`config.mk`:
```
export PLATFORM = sky130hd
export DESIGN_NAME = otter_ifetch
export DESIGN_NICKNAME = d
export VERILOG_FILES = /design/src/rtl/otter_ifetch_pkg.sv /design/src/rtl/otter_sync_fifo.sv /design/src/rtl/otter_ifetch.sv
export SDC_FILE = /design/constraint.sdc
export NUM_CORES = 1
export LEC_CHECK = 0
export CORE_MARGIN = 10
export CORE_UTILIZATION = 50
export CTS_CLUSTER_SIZE = 16
export DETAILED_ROUTE_END_ITERATION = 8
export DONT_BUFFER_PORTS = 1
export SLEW_MARGIN = 20
export SYNTH_ARGS = -nofsm -noshare
export SYNTH_HDL_FRONTEND = slang
export SYNTH_HIERARCHICAL = 1
export SYNTH_SLANG_ARGS = --single-unit
```
`constraint.sdc`:
```
create_clock -name i_clk -period 13.45 [get_ports i_clk]
set_input_delay 2.69 -clock i_clk [delete_from_list [all_inputs] [get_ports i_clk]]
set_output_delay 2.69 -clock i_clk [all_outputs]
set_load 0.01 [all_outputs]
```
`src/rtl/otter_ifetch_pkg.sv`:
```
// Shared constants for the otter instruction-fetch slice: default queue depth
// and the bit layout of an instruction-queue entry {err, pc, instr}.
package otter_ifetch_pkg;

    localparam int OTTER_IFETCH_DEPTH_DEFAULT = 2;

    localparam int IQ_INSTR_OFF = 0;
    localparam int IQ_INSTR_W   = 32;
    localparam int IQ_PC_OFF    = IQ_INSTR_OFF + IQ_INSTR_W;

    function automatic int iq_err_off(input int pc_w);
        return IQ_PC_OFF + pc_w;
    endfunction

    function automatic int iq_width(input int pc_w);
        return IQ_PC_OFF + pc_w + 1;
    endfunction

endpackage

```
`src/rtl/otter_sync_fifo.sv`:
```
// Small synchronous show-ahead FIFO with a synchronous clear; head reads as
// zero while empty so downstream data outputs stay quiet.
module otter_sync_fifo #(
    parameter int WIDTH = 32,
    parameter int DEPTH = 2
) (
    input  logic                   clk,
    input  logic                   rst_n,
    input  logic                   push,
    input  logic                   pop,
    input  logic                   clear,
    input  logic [WIDTH-1:0]       din,
    output logic [WIDTH-1:0]       head,
    output logic                   full,
    output logic                   empty,
    output logic [$clog2(DEPTH):0] count
);
    localparam int AW = $clog2(DEPTH);

    logic [WIDTH-1:0] mem_q [DEPTH];
    logic [WIDTH-1:0] mem_d [DEPTH];
    logic [AW-1:0]    wr_ptr_q, wr_ptr_d;
    logic [AW-1:0]    rd_ptr_q, rd_ptr_d;
    logic [AW:0]      count_q, count_d;
    logic             do_push, do_pop;

    always_comb begin
        empty    = (count_q == '0);
        full     = (count_q == (AW+1)'(DEPTH));
        do_push  = push & ~full;
        do_pop   = pop & ~empty;
        mem_d    = mem_q;
        wr_ptr_d = wr_ptr_q;
        rd_ptr_d = rd_ptr_q;
        count_d  = count_q;
        if (clear) begin
            wr_ptr_d = '0;
            rd_ptr_d = '0;
            count_d  = '0;
        end else begin
            if (do_push) begin
                mem_d[wr_ptr_q] = din;
                wr_ptr_d        = wr_ptr_q + AW'(1);
            end
            if (do_pop) begin
                rd_ptr_d = rd_ptr_q + AW'(1);
            end
            count_d = count_q + (AW+1)'(do_push) - (AW+1)'(do_pop);
        end
        head  = empty ? '0 : mem_q[rd_ptr_q];
        count = count_q;
    end

    always_ff @(posedge clk or negedge rst_n) begin
        if (!rst_n) begin
            wr_ptr_q <= '0;
            rd_ptr_q <= '0;
            count_q  <= '0;
        end else begin
            wr_ptr_q <= wr_ptr_d;
            rd_ptr_q <= rd_ptr_d;
            count_q  <= count_d;
        end
    end

    // Storage needs no reset: reads are masked by empty.
    always_ff @(posedge clk) begin
        mem_q <= mem_d;
    end

endmodule

```
`src/rtl/otter_ifetch.sv`:
```
// Instruction-fetch responder: issues PC-stage addresses on a req/gnt/rvalid
// bus, queues returned words with their PCs, and drops fetches killed by a flush.
module otter_ifetch
    import otter_ifetch_pkg::*;
#(
    parameter int DEPTH = OTTER_IFETCH_DEPTH_DEFAULT,
    parameter int PC_W  = 32
) (
    input  logic            i_clk,
    input  logic            i_rst_n,
    input  logic [PC_W-1:0] i_pc_addr,
    input  logic            i_pc_valid,
    output logic            o_stall,
    input  logic            i_flush,
    output logic            o_mem_req,
    output logic [PC_W-1:0] o_mem_addr,
    input  logic            i_mem_gnt,
    input  logic            i_mem_rvalid,
    input  logic [31:0]     i_mem_rdata,
    input  logic            i_mem_err,
    output logic            o_instr_valid,
    output logic [31:0]     o_instr,
    output logic [PC_W-1:0] o_instr_pc,
    output logic            o_instr_err,
    input  logic            i_instr_ready
);
    localparam int CW      = $clog2(DEPTH) + 1;
    localparam int IQ_W    = iq_width(PC_W);
    localparam int ERR_OFF = iq_err_off(PC_W);

    logic [CW-1:0]   outstanding_q, outstanding_d;
    logic [CW-1:0]   discard_q, discard_d;
    logic [CW-1:0]   iq_count, pq_count;
    logic            iq_empty, iq_full, pq_empty, pq_full;
    logic [IQ_W-1:0] iq_head, iq_din;
    logic [PC_W-1:0] pq_head;
    logic [CW+1:0]   inflight;
    logic            credit, grant, resp_ok, resp_drop, iq_push, iq_pop;

    always_comb begin
        inflight   = (CW+2)'(outstanding_q) + (CW+2)'(discard_q) + (CW+2)'(iq_count);
        credit     = inflight < (CW+2)'(DEPTH);
        o_mem_addr = {i_pc_addr[PC_W-1:2], 2'b00};
        o_mem_req  = i_rst_n & i_pc_valid & credit & ~i_flush;
        grant      = o_mem_req & i_mem_gnt;
        o_stall    = i_pc_valid & ~grant;
        // A response belongs to a killed fetch whenever any discard is pending.
        resp_drop  = i_mem_rvalid & (discard_q != '0);
        resp_ok    = i_mem_rvalid & (discard_q == '0) & (outstanding_q != '0);
        iq_push    = resp_ok & ~i_flush;
        iq_pop     = ~iq_empty & i_instr_ready & ~i_flush;
        iq_din     = {i_mem_err, pq_head, i_mem_rdata};
    end

    always_comb begin
        outstanding_d = outstanding_q;
        discard_d     = discard_q;
        if (i_flush) begin
            outstanding_d = '0;
            // Everything still owed by memory becomes a discard, less one if it lands now.
            if ((outstanding_q != '0) || (discard_q != '0)) begin
                discard_d = discard_q + outstanding_q - CW'(i_mem_rvalid);
            end
        end else begin
            outstanding_d = outstanding_q + CW'(grant) - CW'(resp_ok);
            discard_d     = discard_q - CW'(resp_drop);
        end
    end

    always_ff @(posedge i_clk or negedge i_rst_n) begin
        if (!i_rst_n) begin
            outstanding_q <= '0;
            discard_q     <= '0;
        end else begin
            outstanding_q <= outstanding_d;
            discard_q     <= discard_d;
        end
    end

    otter_sync_fifo #(
        .WIDTH (PC_W),
        .DEPTH (DEPTH)
    ) u_pending_q (
        .clk   (i_clk),
        .rst_n (i_rst_n),
        .push  (grant),
        .pop   (resp_ok),
        .clear (i_flush),
        .din   (o_mem_addr),
        .head  (pq_head),
        .full  (pq_full),
        .empty (pq_empty),
        .count (pq_count)
    );

    otter_sync_fifo #(
        .WIDTH (IQ_W),
        .DEPTH (DEPTH)
    ) u_instr_q (
        .clk   (i_clk),
        .rst_n (i_rst_n),
        .push  (iq_push),
        .pop   (iq_pop),
        .clear (i_flush),
        .din   (iq_din),
        .head  (iq_head),
        .full  (iq_full),
        .empty (iq_empty),
        .count (iq_count)
    );

    always_comb begin
        o_instr_valid = ~iq_empty;
        o_instr       = iq_head[IQ_INSTR_OFF +: IQ_INSTR_W];
        o_instr_pc    = iq_head[IQ_PC_OFF +: PC_W];
        o_instr_err   = iq_head[ERR_OFF];
    end

`ifndef SYNTHESIS
    always_ff @(posedge i_clk) begin
        if (i_rst_n) begin
            assert (!(i_mem_rvalid && outstanding_q == '0 && discard_q == '0))
                else $error("otter_ifetch: rvalid with no fetch outstanding");
            assert (pq_count == outstanding_q && (pq_empty == (outstanding_q == '0)))
                else $error("otter_ifetch: pending queue out of step with outstanding");
            assert (!(grant && pq_full))
                else $error("otter_ifetch: grant into full pending queue");
            assert (!(iq_push && iq_full))
                else $error("otter_ifetch: response into full instruction queue");
        end
    end
`endif

endmodule

```
==> impl_results.md <==
- Outcome: complete, no violations
- Avg Cell Area, Syn: 16.0 um2
- Worst Hold Depth: 2
- Final Hold Violating Endpoints: 0
- Post-CTS Setup Inserts: 0
- Post-route DRC: 0
- Number of global-route vias before repair: 3889
- VDD IR max: 0.000110 V
- Commonest non-fill, non-tap cell in the layout: edfxtp_1
- Post-Syn Area: approximately 8600 um2
- RR Endpoint: u_pending_q/count[1]$_DFF_PN0_
- Synth top area share: 68.1%
- Global-route wire length before repair: 21900 um
- Gr usage total: between 10 and 15%
- Endpoint, Worst Hold: u_instr_q/mem_q[101]$_DFFE_PP_
- Synth cell types: 36
- Clock power share: around 43%
- Area growth, synth to finish: 7.84%
- Routed Antenna Nets: 0
- Wire length per cell: 19.1 um
- Top Family by Delay on Critical Path: simple AND/OR/NAND/NOR gates
- RR Startpoint: outstanding_q[1]$_DFF_PN0_
- Max-cap viol count: 0
- R2R depth: 14
- Largest net degree at the start of global routing: 66
- Clock transition at path regs: around 0.06 ns
- Final instance area: between 9000 and 10000 um2
- #FFs+latches synth: 206
- RSZ-0062 raised after global routing: false
- Reg-to-reg slack, setup: 10.30 ns
- Hold_buf cts: 0
- Die area: 22700 um2
- Critical path launch point type: input port
- Critical Path Slowest Stage Cell: nor3_2
- Critical path class: input port to primary output
- Int Power: 1.10 mW
- Worst slew pin tran: 1.05 ns
- Max stage delay on crit path: 0.29 ns
- Met2 Use GR: 19.9%
- Cell taking the most area after synthesis: edfxtp_1
- Maximum clock path buffer count: 3
- Core Box Area: 16700 um2
- P per Cell Area: approximately 150 nW/um2
- Die height: between 150 and 200 um
- Num CTS Buffers: 22
- Met1 GRT Util: 14.6%
- N_diodes: 0
- Root buffer cell: clkbuf_16
- Fraction of layout cells with a size suffix above 1: 10.9%
- Post-layout min period: 6.01 ns
- Placed cell area: 8490 um2
- Gpl congestion: 0.706
- Drt first pass iters: 4
- Post-route clock period utilization: between 40% and 50%
- CTS tree: built
- WL final: 14400 um
- Worst Hold Launch: u_pending_q/mem_q[36]$_DFFE_PP_
- Sequential-to-total area share from yosys stat: 71.6%
- Grt ovf: 0
- Crit path required time: 10.76 ns
- Setup TNS Final: 0 ns
- Most frequent cells in the layout: edfxtp_1 (194), nor2_1 (106), mux2i_1 (97)
- Die Wd: 151 um
- Worst-path cell chain: nand4b_1 > nor3_2 > a21boi_0
- Sw Share: 20.1%
- Worst Path Max Fanout: 13
- Clock Skews: 0.0131 ns
- Initial core utilization: 51.2%
- Crit path arrival time: 3.32 ns
- Yosys warns: 6
- Met3 GRT Util: 5.43%
- Slew Limit Headroom: 30.0%
- Start point of the critical path: i_rst_n
- Finish-stage setup viols: 0
- CTS Sinks: 206
- LEAKAGE: 2.96 nW
- 1st-iter DRT viols: between 150 and 200
- Combinational share of power: 4.4%
- CTS resizes: 0
- Initial antenna violation count: 0
- Top Ports: 172
- IO Port Bufs: 0
- Via density per instance: 5.12
- # rows: 47
- Flop pwr share: 52.4%
- Final Util: 55.3%
- Synth area leaders: edfxtp_1 (68%), mux2i_1 (11%), nor2_1 (4.7%)
- Hpwl dp: 9090 um
- Clock Latency Late Sink: 0.50 ns
- Critical path endpoint category: primary output
- GRT Max-Usage Layer: met2
- Min-delay worst type: flip-flop to flip-flop
- H-tree depth: 1
- Fmax: roughly 170 MHz
- Synthesized instance count: 535
- CP Buf/Inv Count: 0
- Stages on worst setup path: 3
- Switching power: roughly 280 uW
- Fillers: ~1400
- Max Transition Viols Final: 0
- Vias: 3848
- Nets: 600
-- synthesized netlist by cell type --
cell type and count:
xnor2_1 2, buf_2 7, nand4b_1 1, mux2_2 1
nor2b_4 2, nor2_2 1, o211a_1 1, nor3b_1 3
buf_6 2, nand2b_4 2, fa_1 1, mux2i_1 97
edfxtp_1 194, dfrtp_1 12, mux2_4 2, nor2b_1 7
a21boi_0 1, clkbuf_2 1, buf_12 5, buf_4 39
a21o_1 1, clkbuf_1 1, ha_1 12, inv_1 12
xnor3_1 1, nand2_1 2, nor3_2 1, o22ai_1 1
nor3_1 4, o21ai_0 1, xor2_1 5, and2_1 3
nor2_1 107, nor4_4 1, o21ai_1 1, conb_1 1
-- final cells by class --
cell class	instances	area [um2]	area share, %
clock buffers	24	558	6.05
inverters	12	45.0	0.488
well taps	220	275	2.98
multi-input cells	267	1980	21.4
clock inverters	16	175	1.90
flip-flops and latches	206	6130	66.4
repair buffers	6	65.1	0.705
-- worst min-delay path: stages, from the launching register on --
cell and delay [ns]:
edfxtp_1 0.31, mux2i_1 0.06, nor2_1 0.11
-- power groups by stage --
stage	Sequential, mW	Clock (mW)	Combinational, mW
after CTS	0.720	0.611	0.0632
after detailed placement	0.733	0	0.0632
after global routing	0.721	0.638	0.0700
final	0.720	0.593	0.0611
after floorplan	0.731	0	0.0616
after global placement	0.732	0	0.0594
-- worst max path at each step --
stage / end / slack, ns
3_3_place_gp: o_stall / 7.43
2_1_floorplan: u_instr_q/mem_q[0]$_DFFE_PP_ / 4.97
6_report: o_stall / 7.44
3_5_place_dp: o_stall / 7.43
5_1_grt: o_stall / 7.37
4_1_cts: o_stall / 7.42
-- flip-flops by register name, indices dropped and copies added (netlist names) --
register              flops
u_instr_q/mem_q         130
u_pending_q/mem_q        64
discard_q                 2
outstanding_q             2
u_instr_q/count           2
u_pending_q/count         2
u_instr_q/rd_ptr_q        1
u_instr_q/wr_ptr_q        1
u_pending_q/rd_ptr_q      1
u_pending_q/wr_ptr_q      1
-- per-layer routing --
metal / share of wire [%] / routed length, um
met3: 11 / 1630
met4: 2.3 / 325
met1: 40 / 5710
met2: 47 / 6690
met5: 0 / 0
-- kinds of logic after synthesis --
logic type / after synthesis / share of synthesized area, %
flops: 206 / 71.6
simple gates: 134 / 7.19
mux: 100 / 11.8
buf+inv: 67 / 5.89
fa+ha+maj: 13 / 1.99
xor+xnor: 8 / 0.980
compound gates: 6 / 0.483
other cells: 1 / 0.0438
-- per-stage QoR --
stage / total power [mW] / std cells / hold WS (ns) / worst slack, ns
after CTS: 1.39 / 751 / 0.603 / 7.42
final: 1.37 / 751 / 0.600 / 7.44
after global routing: 1.43 / 751 / 0.630 / 7.37
after detailed placement: 0.797 / 711 / 0.589 / 7.43
after floorplan: 0.793 / 540 / 0.564 / 4.97
after global placement: 0.792 / 710 / 0.576 / 7.43
Note: power is estimated with default switching activity, not from simulation.
